[src/rtl/dlf_pkg.sv]
// Shared constants and saturating arithmetic helpers for the DPLL loop filter.
package dlf_pkg;

  localparam logic MODE_KCNT = 1'b0;
  localparam logic MODE_PI   = 1'b1;

  // Signed add clamped to the two's-complement range of 'width' bits (width <= 31).
  function automatic logic signed [31:0] sat_add_s(input logic signed [31:0] a,
                                                    input logic signed [31:0] b,
                                                    input int width);
    logic signed [32:0] sum;
    logic signed [32:0] hi;
    logic signed [32:0] lo;
    sum = $signed({a[31], a}) + $signed({b[31], b});
    hi  = (33'sd1 <<< (width - 1)) - 33'sd1;
    lo  = -(33'sd1 <<< (width - 1));
    if (sum > hi)      return $signed(hi[31:0]);
    else if (sum < lo) return $signed(lo[31:0]);
    else               return $signed(sum[31:0]);
  endfunction

  // Clamp a signed value into the unsigned range [0, 2^width-1].
  function automatic logic [31:0] clamp_u(input logic signed [31:0] y,
                                          input int width);
    logic signed [31:0] hi;
    hi = (32'sd1 <<< width) - 32'sd1;
    if (y < 0)       return '0;
    else if (y > hi) return $unsigned(hi);
    else             return $unsigned(y);
  endfunction

endpackage

[src/rtl/dlf_kcounter.sv]
// Up/down K-counter: stage 1 of the K-counter path, registering carry/borrow flags.
module dlf_kcounter #(
  parameter int ACC_W = 16
) (
  input  logic             clk,
  input  logic             rst,
  input  logic             clear_i,
  input  logic             step_i,
  input  logic             up_i,
  input  logic [ACC_W-2:0] k_mod_i,
  output logic             carry_o,
  output logic             borrow_o
);

  logic signed [ACC_W-1:0] cnt_q, cnt_d;
  logic                    carry_q, carry_d;
  logic                    borrow_q, borrow_d;
  logic [ACC_W-2:0]        k_eff;
  logic signed [ACC_W:0]   nxt, k_pos, k_neg;

  always_comb begin
    k_eff = (k_mod_i == '0) ? (ACC_W-1)'(1) : k_mod_i;
    k_pos = $signed({2'b00, k_eff});
    k_neg = -k_pos;
    if (up_i) nxt = (ACC_W+1)'(cnt_q) + (ACC_W+1)'(1);
    else      nxt = (ACC_W+1)'(cnt_q) - (ACC_W+1)'(1);

    cnt_d    = cnt_q;
    carry_d  = 1'b0;
    borrow_d = 1'b0;
    if (clear_i) begin
      cnt_d = '0;
    end else if (step_i) begin
      // >= / <= so a count left beyond a newly shrunk modulus still wraps.
      if (up_i && (nxt >= k_pos)) begin
        cnt_d   = '0;
        carry_d = 1'b1;
      end else if (!up_i && (nxt <= k_neg)) begin
        cnt_d    = '0;
        borrow_d = 1'b1;
      end else begin
        cnt_d = $signed(nxt[ACC_W-1:0]);
      end
    end
  end

  always_ff @(posedge clk) begin
    if (rst) begin
      cnt_q    <= '0;
      carry_q  <= 1'b0;
      borrow_q <= 1'b0;
    end else begin
      cnt_q    <= cnt_d;
      carry_q  <= carry_d;
      borrow_q <= borrow_d;
    end
  end

  assign carry_o  = carry_q;
  assign borrow_o = borrow_q;

endmodule

[src/rtl/dlf_pi_loop_filter.sv]
// DPLL loop filter: K-counter or PI mode driving a saturating control word
// around a programmable centre, with a two-stage sample pipeline.
module dlf_pi_loop_filter
  import dlf_pkg::*;
#(
  parameter int             W         = 8,
  parameter int             ACC_W     = 16,
  parameter int             KP_SHIFT  = 2,
  parameter int             KI_SHIFT  = 4,
  parameter logic [W-1:0]   INIT_WORD = 8'h80
) (
  input  logic             clk,
  input  logic             rst,
  input  logic             mode,
  input  logic             freeze,
  input  logic             load,
  input  logic [W-1:0]     center_word,
  input  logic [ACC_W-2:0] k_mod,
  input  logic             pd_valid,
  input  logic             pd_lead,
  input  logic [W-1:0]     pd_mag,
  output logic [W-1:0]     ctrl_out,
  output logic             ctrl_valid,
  output logic             carry,
  output logic             borrow,
  output logic             sat
);

  logic [W-1:0]            ctrl_q;
  logic                    ctrl_valid_q, carry_q, borrow_q, sat_q;
  logic signed [ACC_W-1:0] integ_q, integ_d;
  logic signed [W:0]       e_q, e_c;
  logic                    pi_v_q;
  logic                    mode_q;

  logic                    flush, accept, kc_carry, kc_borrow;
  logic signed [ACC_W:0]   y_c;
  logic [31:0]             y_clamped;
  logic [W-1:0]            pi_word, k_word;
  logic                    pi_sat, k_sat;

  // A mode change between cycles flushes everything, including this cycle's sample.
  assign flush  = (mode != mode_q);
  assign accept = pd_valid && !freeze && !load && !flush;

  dlf_kcounter #(.ACC_W(ACC_W)) u_kcnt (
    .clk      (clk),
    .rst      (rst),
    .clear_i  (load || flush),
    .step_i   (accept && (mode == MODE_KCNT)),
    .up_i     (pd_lead),
    .k_mod_i  (k_mod),
    .carry_o  (kc_carry),
    .borrow_o (kc_borrow)
  );

  always_comb begin
    e_c       = pd_lead ? $signed({1'b0, pd_mag}) : -$signed({1'b0, pd_mag});
    integ_d   = ACC_W'(sat_add_s(32'(integ_q), 32'(e_c), ACC_W));
    // integ_q already holds this sample's contribution when stage 2 runs.
    y_c       = (ACC_W+1)'($signed({1'b0, center_word}))
              + ((ACC_W+1)'(e_q) >>> KP_SHIFT)
              + ((ACC_W+1)'(integ_q) >>> KI_SHIFT);
    y_clamped = clamp_u(32'(y_c), W);
    pi_word   = y_clamped[W-1:0];
    pi_sat    = (y_clamped != $unsigned(32'(y_c)));
    k_sat     = kc_carry ? (ctrl_q == '1) : (ctrl_q == '0);
    if (k_sat)         k_word = ctrl_q;
    else if (kc_carry) k_word = ctrl_q + W'(1);
    else               k_word = ctrl_q - W'(1);
  end

  always_ff @(posedge clk) begin
    if (rst) begin
      ctrl_q       <= INIT_WORD;
      ctrl_valid_q <= 1'b0;
      carry_q      <= 1'b0;
      borrow_q     <= 1'b0;
      sat_q        <= 1'b0;
      integ_q      <= '0;
      e_q          <= '0;
      pi_v_q       <= 1'b0;
      mode_q       <= mode;
    end else begin
      mode_q       <= mode;
      ctrl_valid_q <= 1'b0;
      carry_q      <= 1'b0;
      borrow_q     <= 1'b0;
      sat_q        <= 1'b0;
      if (load) begin
        ctrl_q       <= center_word;
        ctrl_valid_q <= 1'b1;
        integ_q      <= '0;
        pi_v_q       <= 1'b0;
      end else if (flush) begin
        integ_q <= '0;
        pi_v_q  <= 1'b0;
      end else begin
        pi_v_q <= accept && (mode == MODE_PI);
        if (accept && (mode == MODE_PI)) begin
          integ_q <= integ_d;
          e_q     <= e_c;
        end
        if (pi_v_q) begin
          ctrl_q       <= pi_word;
          sat_q        <= pi_sat;
          ctrl_valid_q <= 1'b1;
        end else if (kc_carry || kc_borrow) begin
          ctrl_q       <= k_word;
          sat_q        <= k_sat;
          carry_q      <= kc_carry;
          borrow_q     <= kc_borrow;
          ctrl_valid_q <= 1'b1;
        end
      end
    end
  end

  assign ctrl_out   = ctrl_q;
  assign ctrl_valid = ctrl_valid_q;
  assign carry      = carry_q;
  assign borrow     = borrow_q;
  assign sat        = sat_q;

endmodule

[config.mk]
export PLATFORM = sky130hd
export DESIGN_NAME = dlf_pi_loop_filter
export DESIGN_NICKNAME = d
export VERILOG_FILES = /design/src/rtl/dlf_pkg.sv /design/src/rtl/dlf_kcounter.sv /design/src/rtl/dlf_pi_loop_filter.sv
export SDC_FILE = /design/constraint.sdc
export NUM_CORES = 1
export LEC_CHECK = 0
export CAP_MARGIN = 10
export CORE_MARGIN = 2
export CORE_UTILIZATION = 50
export CTS_BUF_LIST = sky130_fd_sc_hd__clkbuf_2 sky130_fd_sc_hd__clkbuf_4 sky130_fd_sc_hd__clkbuf_8
export DETAILED_ROUTE_END_ITERATION = 10
export PLACE_DENSITY = 0.74
export SLEW_MARGIN = 25
export SYNTH_ARGS = -nofsm -noshare
export SYNTH_HDL_FRONTEND = slang
export SYNTH_SLANG_ARGS = --single-unit
[constraint.sdc]
create_clock -name clk -period 6.05 [get_ports clk]
set_input_delay 1.5125 -clock clk [delete_from_list [all_inputs] [get_ports clk]]
set_output_delay 1.5125 -clock clk [all_outputs]
set_load 0.01 [all_outputs]
==> results of run 1 <==
how the worst min path moves through the flow:
stage	endpoint	slack [ns]	cells past startpoint
floorplan	u_kcnt.cnt_q[13]$_SDFFE_PP0P_	0.45	1
global placement	u_kcnt.cnt_q[6]$_SDFFE_PP0P_	0.46	1
detailed placement	u_kcnt.cnt_q[6]$_SDFFE_PP0P_	0.47	1
CTS	u_kcnt.cnt_q[6]$_SDFFE_PP0P_	0.49	1
global route	u_kcnt.cnt_q[5]$_SDFFE_PP0P_	0.51	1
finish	u_kcnt.cnt_q[6]$_SDFFE_PP0P_	0.49	1
cell families (layout without fill, tap and decap cells):
| kind of cell | Yosys count | count (layout) | synth area share [%] |
|---|---|---|---|
| AOI/OAI and AO/OA | 219 | 219 | 25.7 |
| muxes | 11 | 11 | 1.96 |
| other | 1 | 1 | 0.0646 |
| xor gates and xnor gates | 54 | 54 | 8.27 |
| and+or+nand+nor | 187 | 187 | 16.0 |
| buffers and inverters | 67 | 124 | 4.59 |
| DFF | 55 | 55 | 19.0 |
| adders and majority gates | 109 | 109 | 24.5 |
placed cells by master, fill, tap and decap left out, types with 6 or more instances in the layout:
| cell type | n |
|---|---|
| a211oi_1 | 6 |
| a21o_1 | 25 |
| a21oi_1 | 60 |
| a31oi_1 | 8 |
| a32o_1 | 8 |
| a32o_2 | 7 |
| buf_4 | 19 |
| clkbuf_8 | 6 |
| clkdlybuf4s50_1 | 49 |
| dfxtp_1 | 55 |
| fa_1 | 12 |
| ha_1 | 85 |
| inv_1 | 48 |
| maj3_1 | 12 |
| mux2i_1 | 8 |
| nand2_1 | 32 |
| nand2b_1 | 9 |
| nand3_1 | 8 |
| nand4_1 | 8 |
| nor2_1 | 64 |
| nor3_1 | 22 |
| nor4_1 | 9 |
| o21a_1 | 8 |
| o21ai_0 | 48 |
| xnor2_1 | 30 |
| xor2_1 | 23 |
worst max-delay path, cell delays in order:
cell	delay [ns]
clkdlybuf4s50_1	0.41
or3_1	0.39
nor2_1	0.10
nand2_1	0.10
nor4b_1	0.42
or2_2	0.19
inv_1	0.04
ha_1	0.21
and3_1	0.24
nand4_1	0.15
nor2_1	0.07
xnor2_1	0.13
ha_1	0.30
a21o_1	0.11
a21o_1	0.10
a21oi_1	0.08
a21oi_1	0.13
o21ai_0	0.09
a22oi_1	0.25
nor2b_2	0.62
a32o_2	0.28
registers in the layout (all words and copies together), names as in the netlist:
signal	cells
e_q	7
integ_q	16
ctrl_out	8
borrow	1
u_kcnt.borrow_o	1
pi_v_q	1
u_kcnt.carry_o	1
u_kcnt.cnt_q	16
sat	1
ctrl_valid	1
carry	1
mode_q	1
per-stage QoR:
| step | TNS (ns) | cells | utilization, % | total power, mW | area, sq um |
|---|---|---|---|---|---|
| floorplan | 0 | 703 | - | 0.588 | 5810 |
| global placement | -0.159 | 895 | 57.5 | 0.680 | 6540 |
| detailed placement | -3.32 | 895 | 57.6 | 0.693 | 6540 |
| CTS | 0 | 903 | 58.6 | 0.953 | 6660 |
| global route | 0 | 903 | 58.6 | 1.00 | 6660 |
| finish | 0 | 903 | 58.6 | 0.951 | 6660 |
power groups by stage:
stage	Combinational, mW	Sequential, mW	Clock (mW)
6_report	0.306	0.381	0.263
5_1_grt	0.341	0.383	0.279
4_1_cts	0.306	0.381	0.266
3_5_place_dp	0.304	0.389	0
3_3_place_gp	0.291	0.389	0
2_1_floorplan	0.199	0.389	0
final cells by class:
class                           count  area [sq um]
Timing Repair Buffer               68           633
Clock inverter                      2          35.0
Tap cell                          143           179
Fill cell                        1010          4710
Inverter                           48           180
Multi-Input combinational cell    581          4450
Sequential cell                    55          1100
Clock buffer                        6          82.6
routing by layer:
metal  GRT usage [%]  up-vias  part of all wire (%)
met5               0        -                     0
met2            41.2       97                    50
met1            27.6     2532                    45
li1                -     2712                     -
met3            2.34       26                   2.5
met4            7.98        0                   2.7
==> flow_summary.yaml, run 1 <==
clock_network:
  root_buffer: "clkbuf_8"
  cts.sinks: 55
  postCtsSetupBuffers: 0
  cts_tree: "yes"
  insertion_delay_ns: 0.32
  cts.path.max_buffers: 2
  numCtsBuffers: 5
  cts.htree.levels: 2
  path_clk_slew_ns: 0.10
  ctsResizeCount: 0
  cts_hold_buf: 0
worst_hold_path:
  worstHoldPathType: "reg -> reg"
  min_from: "u_kcnt.cnt_q[6]$_SDFFE_PP0P_"
detailed_routing:
  postRouteAntennaNets: 0
  drcViolationCount: 0
  via_count: 5367
  routed_via_density: 5.94
  wirelength_mm: 14.2
  wire_per_inst_microns: 15.8
  first_iter_violations: 287
  drt-pass1-iter-count: 5
worst_setup_path:
  worst_r2r_path_depth: 17
  endpoint: "u_kcnt.cnt_q[8]$_SDFFE_PP0P_"
  reg2reg_slack_ns: 2.01
  crit_path_end_kind: "flip-flop"
  required_ns: 6.31
  critPathKind: "in -> reg"
  critPathLaunchType: "input port"
  reg2reg_from: "u_kcnt.cnt_q[0]$_SDFFE_PP0P_"
  startpoint: "k_mod[1]"
  rr_endpoint: "u_kcnt.cnt_q[8]$_SDFFE_PP0P_"
  crit_fanout: 16
  arrival_ns: 5.92
synthesis:
  yosys_warnings: 0
  synth.area.top_cells: "dfxtp_1, ha_1, a21oi_1, xnor2_1, fa_1"
  async_flop_share_pct: 0
  yosysMostFrequentCell: "ha_1"
  synth_cell_types: 71
  syn_area_sq_um: 5810
  ys.flop_type: "dfxtp_1"
  synth_edf_count: 0
  synth_commonest_cells: "ha_1, nor2_1, a21oi_1, dfxtp_1"
  ys_ff_latch: 55
  synth_area_leader_cell: "dfxtp_1"
  synth_area_per_cell_sq_um: 8.26
  synth_cells: 703
  syn_nets: 838
  yosysSeqAreaShare_pct: 19.0
  synth.top_cell.area_share_pct: 19.0
sta:
  hold_slack_ns: 0.490
  worstMarginPinSlew_ns: 0.797
  finalCritPeriodShare_pct: 93.5
  setup_ws_ns: 0.394
  setup_viol: 0
  period_needed_ns: 5.66
  rsz0062_at_grt: "false"
  finalHoldViolations: 0
  drv_slew: 0
  fin_skew_ns: 0.0106
  relSlewSlack_pct: 46.7
  fmax_ghz: 0.177
floorplan:
  start_util_pct: 51.1
  dieArea_sq_um: 12500
  die_h_microns: 112
  dieWidth_microns: 112
  io_pins: 50
  core.rowCount: 39
  core_sq_um: 11400
power_and_ir_drop:
  clkPwrFrac_pct: 27.7
  power_density_nw_per_um2: 143
  p_int_uw: 647
  leakagePower_nw: 2.98
  combPwrFrac_pct: 32.2
  p_sw_share_pct: 31.9
  ir_drop_mv: 0.0985
  power_switching_uw: 304
  power.share.sequential_pct: 40.1
grt:
  grt_pass1_vias: 5273
  grt_max_degree: 42
  antenna_found_initial: 0
  grt_pass1_wl_mm: 24.0
  track_usage_pct: 22.6
  overflow: 0
layout:
  diodes: 0
  layout-drive-gt1-share_pct: 7.37
  syn_to_final_growth_pct: 14.7
  nNetsFinal: 894
placement:
  place_ws_ns: -0.228
  dp_hpwl_mm: 11.6
  io_buffers: 49
  finalWeightedCongestion: 0.901
status:
  outcome: "finished, final reports clean"
run:
  maxCapViolCount: 0
Power figures use the tool's default switching activity.
==> inputs of run 2 (changes only) <==
==> constraint.sdc (replaced) <==
create_clock -name clk -period 6 [get_ports clk]
set_input_delay 0.9 -clock clk [delete_from_list [all_inputs] [get_ports clk]]
set_output_delay 0.9 -clock clk [all_outputs]
set_load 0.01 [all_outputs]
==> flow_summary.yaml, run 2 (same netlist as run 1, synthesis figures left out) <==
status:
  outcome: "finished, final reports clean"
floorplan:
  dieArea_sq_um: 12500
  start_util_pct: 51.1
  io_pins: 50
  core_sq_um: 11400
  core.rowCount: 39
  die_h_microns: 112
  dieWidth_microns: 112
placement:
  placed_area_sq_um: 6430
  io_buffers: 49
  dp_hpwl_mm: 11.5
  place_ws_ns: 0.0135
  finalWeightedCongestion: 0.894
grt:
  grt_max_degree: 25
  grt_pass1_vias: 5314
  antenna_found_initial: 0
  overflow: 0
  track_usage_pct: 22.7
  grt_pass1_wl_mm: 23.9
sta:
  setup_tns_ns: 0
  setup_ws_ns: 0.676
  finalHoldViolations: 0
  worstMarginPinSlew_ns: 0.808
  drv_slew: 0
  period_needed_ns: 5.32
  setup_viol: 0
  relSlewSlack_pct: 46.0
  rsz0062_at_grt: "false"
  finalCritPeriodShare_pct: 88.7
  fmax_ghz: 0.188
  fin_skew_ns: 0.0139
worst_setup_path:
  required_ns: 6.26
  reg2reg_slack_ns: 1.84
  reg2reg_from: "u_kcnt.cnt_q[0]$_SDFFE_PP0P_"
  arrival_ns: 5.58
  crit_fanout: 16
  rr_endpoint: "u_kcnt.cnt_q[4]$_SDFFE_PP0P_"
  startpoint: "k_mod[1]"
  critPathLaunchType: "input port"
  crit_path_end_kind: "flip-flop"
  critPathKind: "in -> reg"
  worst_r2r_path_depth: 17
layout:
  nNetsFinal: 879
  layout_commonest_cell: "ha_1"
  nFillCells: 1046
  multiInputGateArea_sq_um: 4460
  diodes: 0
  syn_to_final_growth_pct: 12.4
  layout-drive-gt1-share_pct: 5.50
  layout_common_cells: "ha_1, nor2_1, a21oi_1"
  fin_area_sq_um: 6530
  seq_area_sq_um: 1100
  postLayoutCoreUtil_pct: 57.4
worst_hold_path:
  hold_depth: 1
  worstHoldPathType: "reg -> reg"
  min_from: "u_kcnt.cnt_q[2]$_SDFFE_PP0P_"
  hold_end: "u_kcnt.cnt_q[2]$_SDFFE_PP0P_"
clock_network:
  cts_tree: "yes"
  cts.path.max_buffers: 2
  path_clk_slew_ns: 0.09
  insertion_delay_ns: 0.32
  postCtsSetupBuffers: 0
  cts.htree.levels: 2
  root_buffer: "clkbuf_8"
  cts_hold_buf: 0
  numCtsBuffers: 5
  ctsResizeCount: 0
  cts.sinks: 55
power_and_ir_drop:
  leakagePower_nw: 2.90
  power_density_nw_per_um2: 138
  ir_drop_mv: 0.0796
detailed_routing:
  drcViolationCount: 0
  via_count: 5382
  postRouteAntennaNets: 0
  wirelength_mm: 14.1
  drt-pass1-iter-count: 5
  first_iter_violations: 387
  routed_via_density: 6.06
  wire_per_inst_microns: 15.8
run:
  maxCapViolCount: 0
## run 2: cell types whose count changed in the layout (fill, tap and decap cells not counted), sizes merged
cell | previous run | this run
clkinv | 1 | 2
inv | 48 | 49
buf | 19 | 4
bufinv | 1 | 0
clkbuf | 6 | 5
## run 2: metrics by stage
stage / instances / power (mW) / hold WS, ns
2_1_floorplan: 703 / 0.593 / 0.446
3_3_place_gp: 880 / 0.678 / 0.455
3_5_place_dp: 880 / 0.689 / 0.465
4_1_cts: 888 / 0.901 / 0.488
5_1_grt: 888 / 0.952 / 0.504
6_report: 888 / 0.898 / 0.489
## run 2: area by class of cell
| cell class | count | area share [%] |
|---|---|---|
| Timing Repair Buffer | 53 | 7.97 |
| Clock buffer | 5 | 1.05 |
| Sequential cell | 55 | 16.9 |
| Tap cell | 143 | 2.74 |
| Multi-Input combinational cell | 581 | 68.3 |
| Inverter | 48 | 2.76 |
| Clock inverter | 3 | 0.288 |
## run 2: where the power goes
part	switching [mW]	internal, mW
Combinational	0.161	0.138
Sequential	0.0114	0.373
Clock	0.132	0.0827
Total	0.304	0.594
## run 2: worst max path at each step
stage                                         end  slack (ns)  cells past startpoint
floorplan           u_kcnt.cnt_q[10]$_SDFFE_PP0P_        0.95                     18
global placement    u_kcnt.cnt_q[11]$_SDFFE_PP0P_        0.28                     21
detailed placement  u_kcnt.cnt_q[15]$_SDFFE_PP0P_        0.01                     21
CTS                  u_kcnt.cnt_q[7]$_SDFFE_PP0P_        0.33                     21
global route         u_kcnt.cnt_q[4]$_SDFFE_PP0P_        0.26                     21
finish               u_kcnt.cnt_q[4]$_SDFFE_PP0P_        0.68                     21
## run 2: worst max-delay path, cell delays in order
cell and delay [ns]:
clkdlybuf4s50_1 0.41, or3_1 0.43, nor2_1 0.11, nand2_1 0.10, nor4b_1 0.61, or2_2 0.23, inv_1 0.04, ha_1 0.20
and3_1 0.23, nand4_1 0.21, nor2_1 0.08, xnor2_1 0.13, ha_1 0.30, a21o_1 0.12, a21o_1 0.11, a21oi_1 0.07
a21oi_1 0.13, o21ai_0 0.09, a22oi_1 0.19, nor2b_2 0.60, a32o_1 0.27
## run 2: metal layers
layer	global-route usage (%)	share of wire, %	vias up	routed length [microns]
met5	0	0	-	0
met4	7.41	2.4	0	333
met3	3.32	3.7	33	519
met2	42.3	51	129	7120
met1	26.5	43	2546	6090
li1	-	-	2674	-
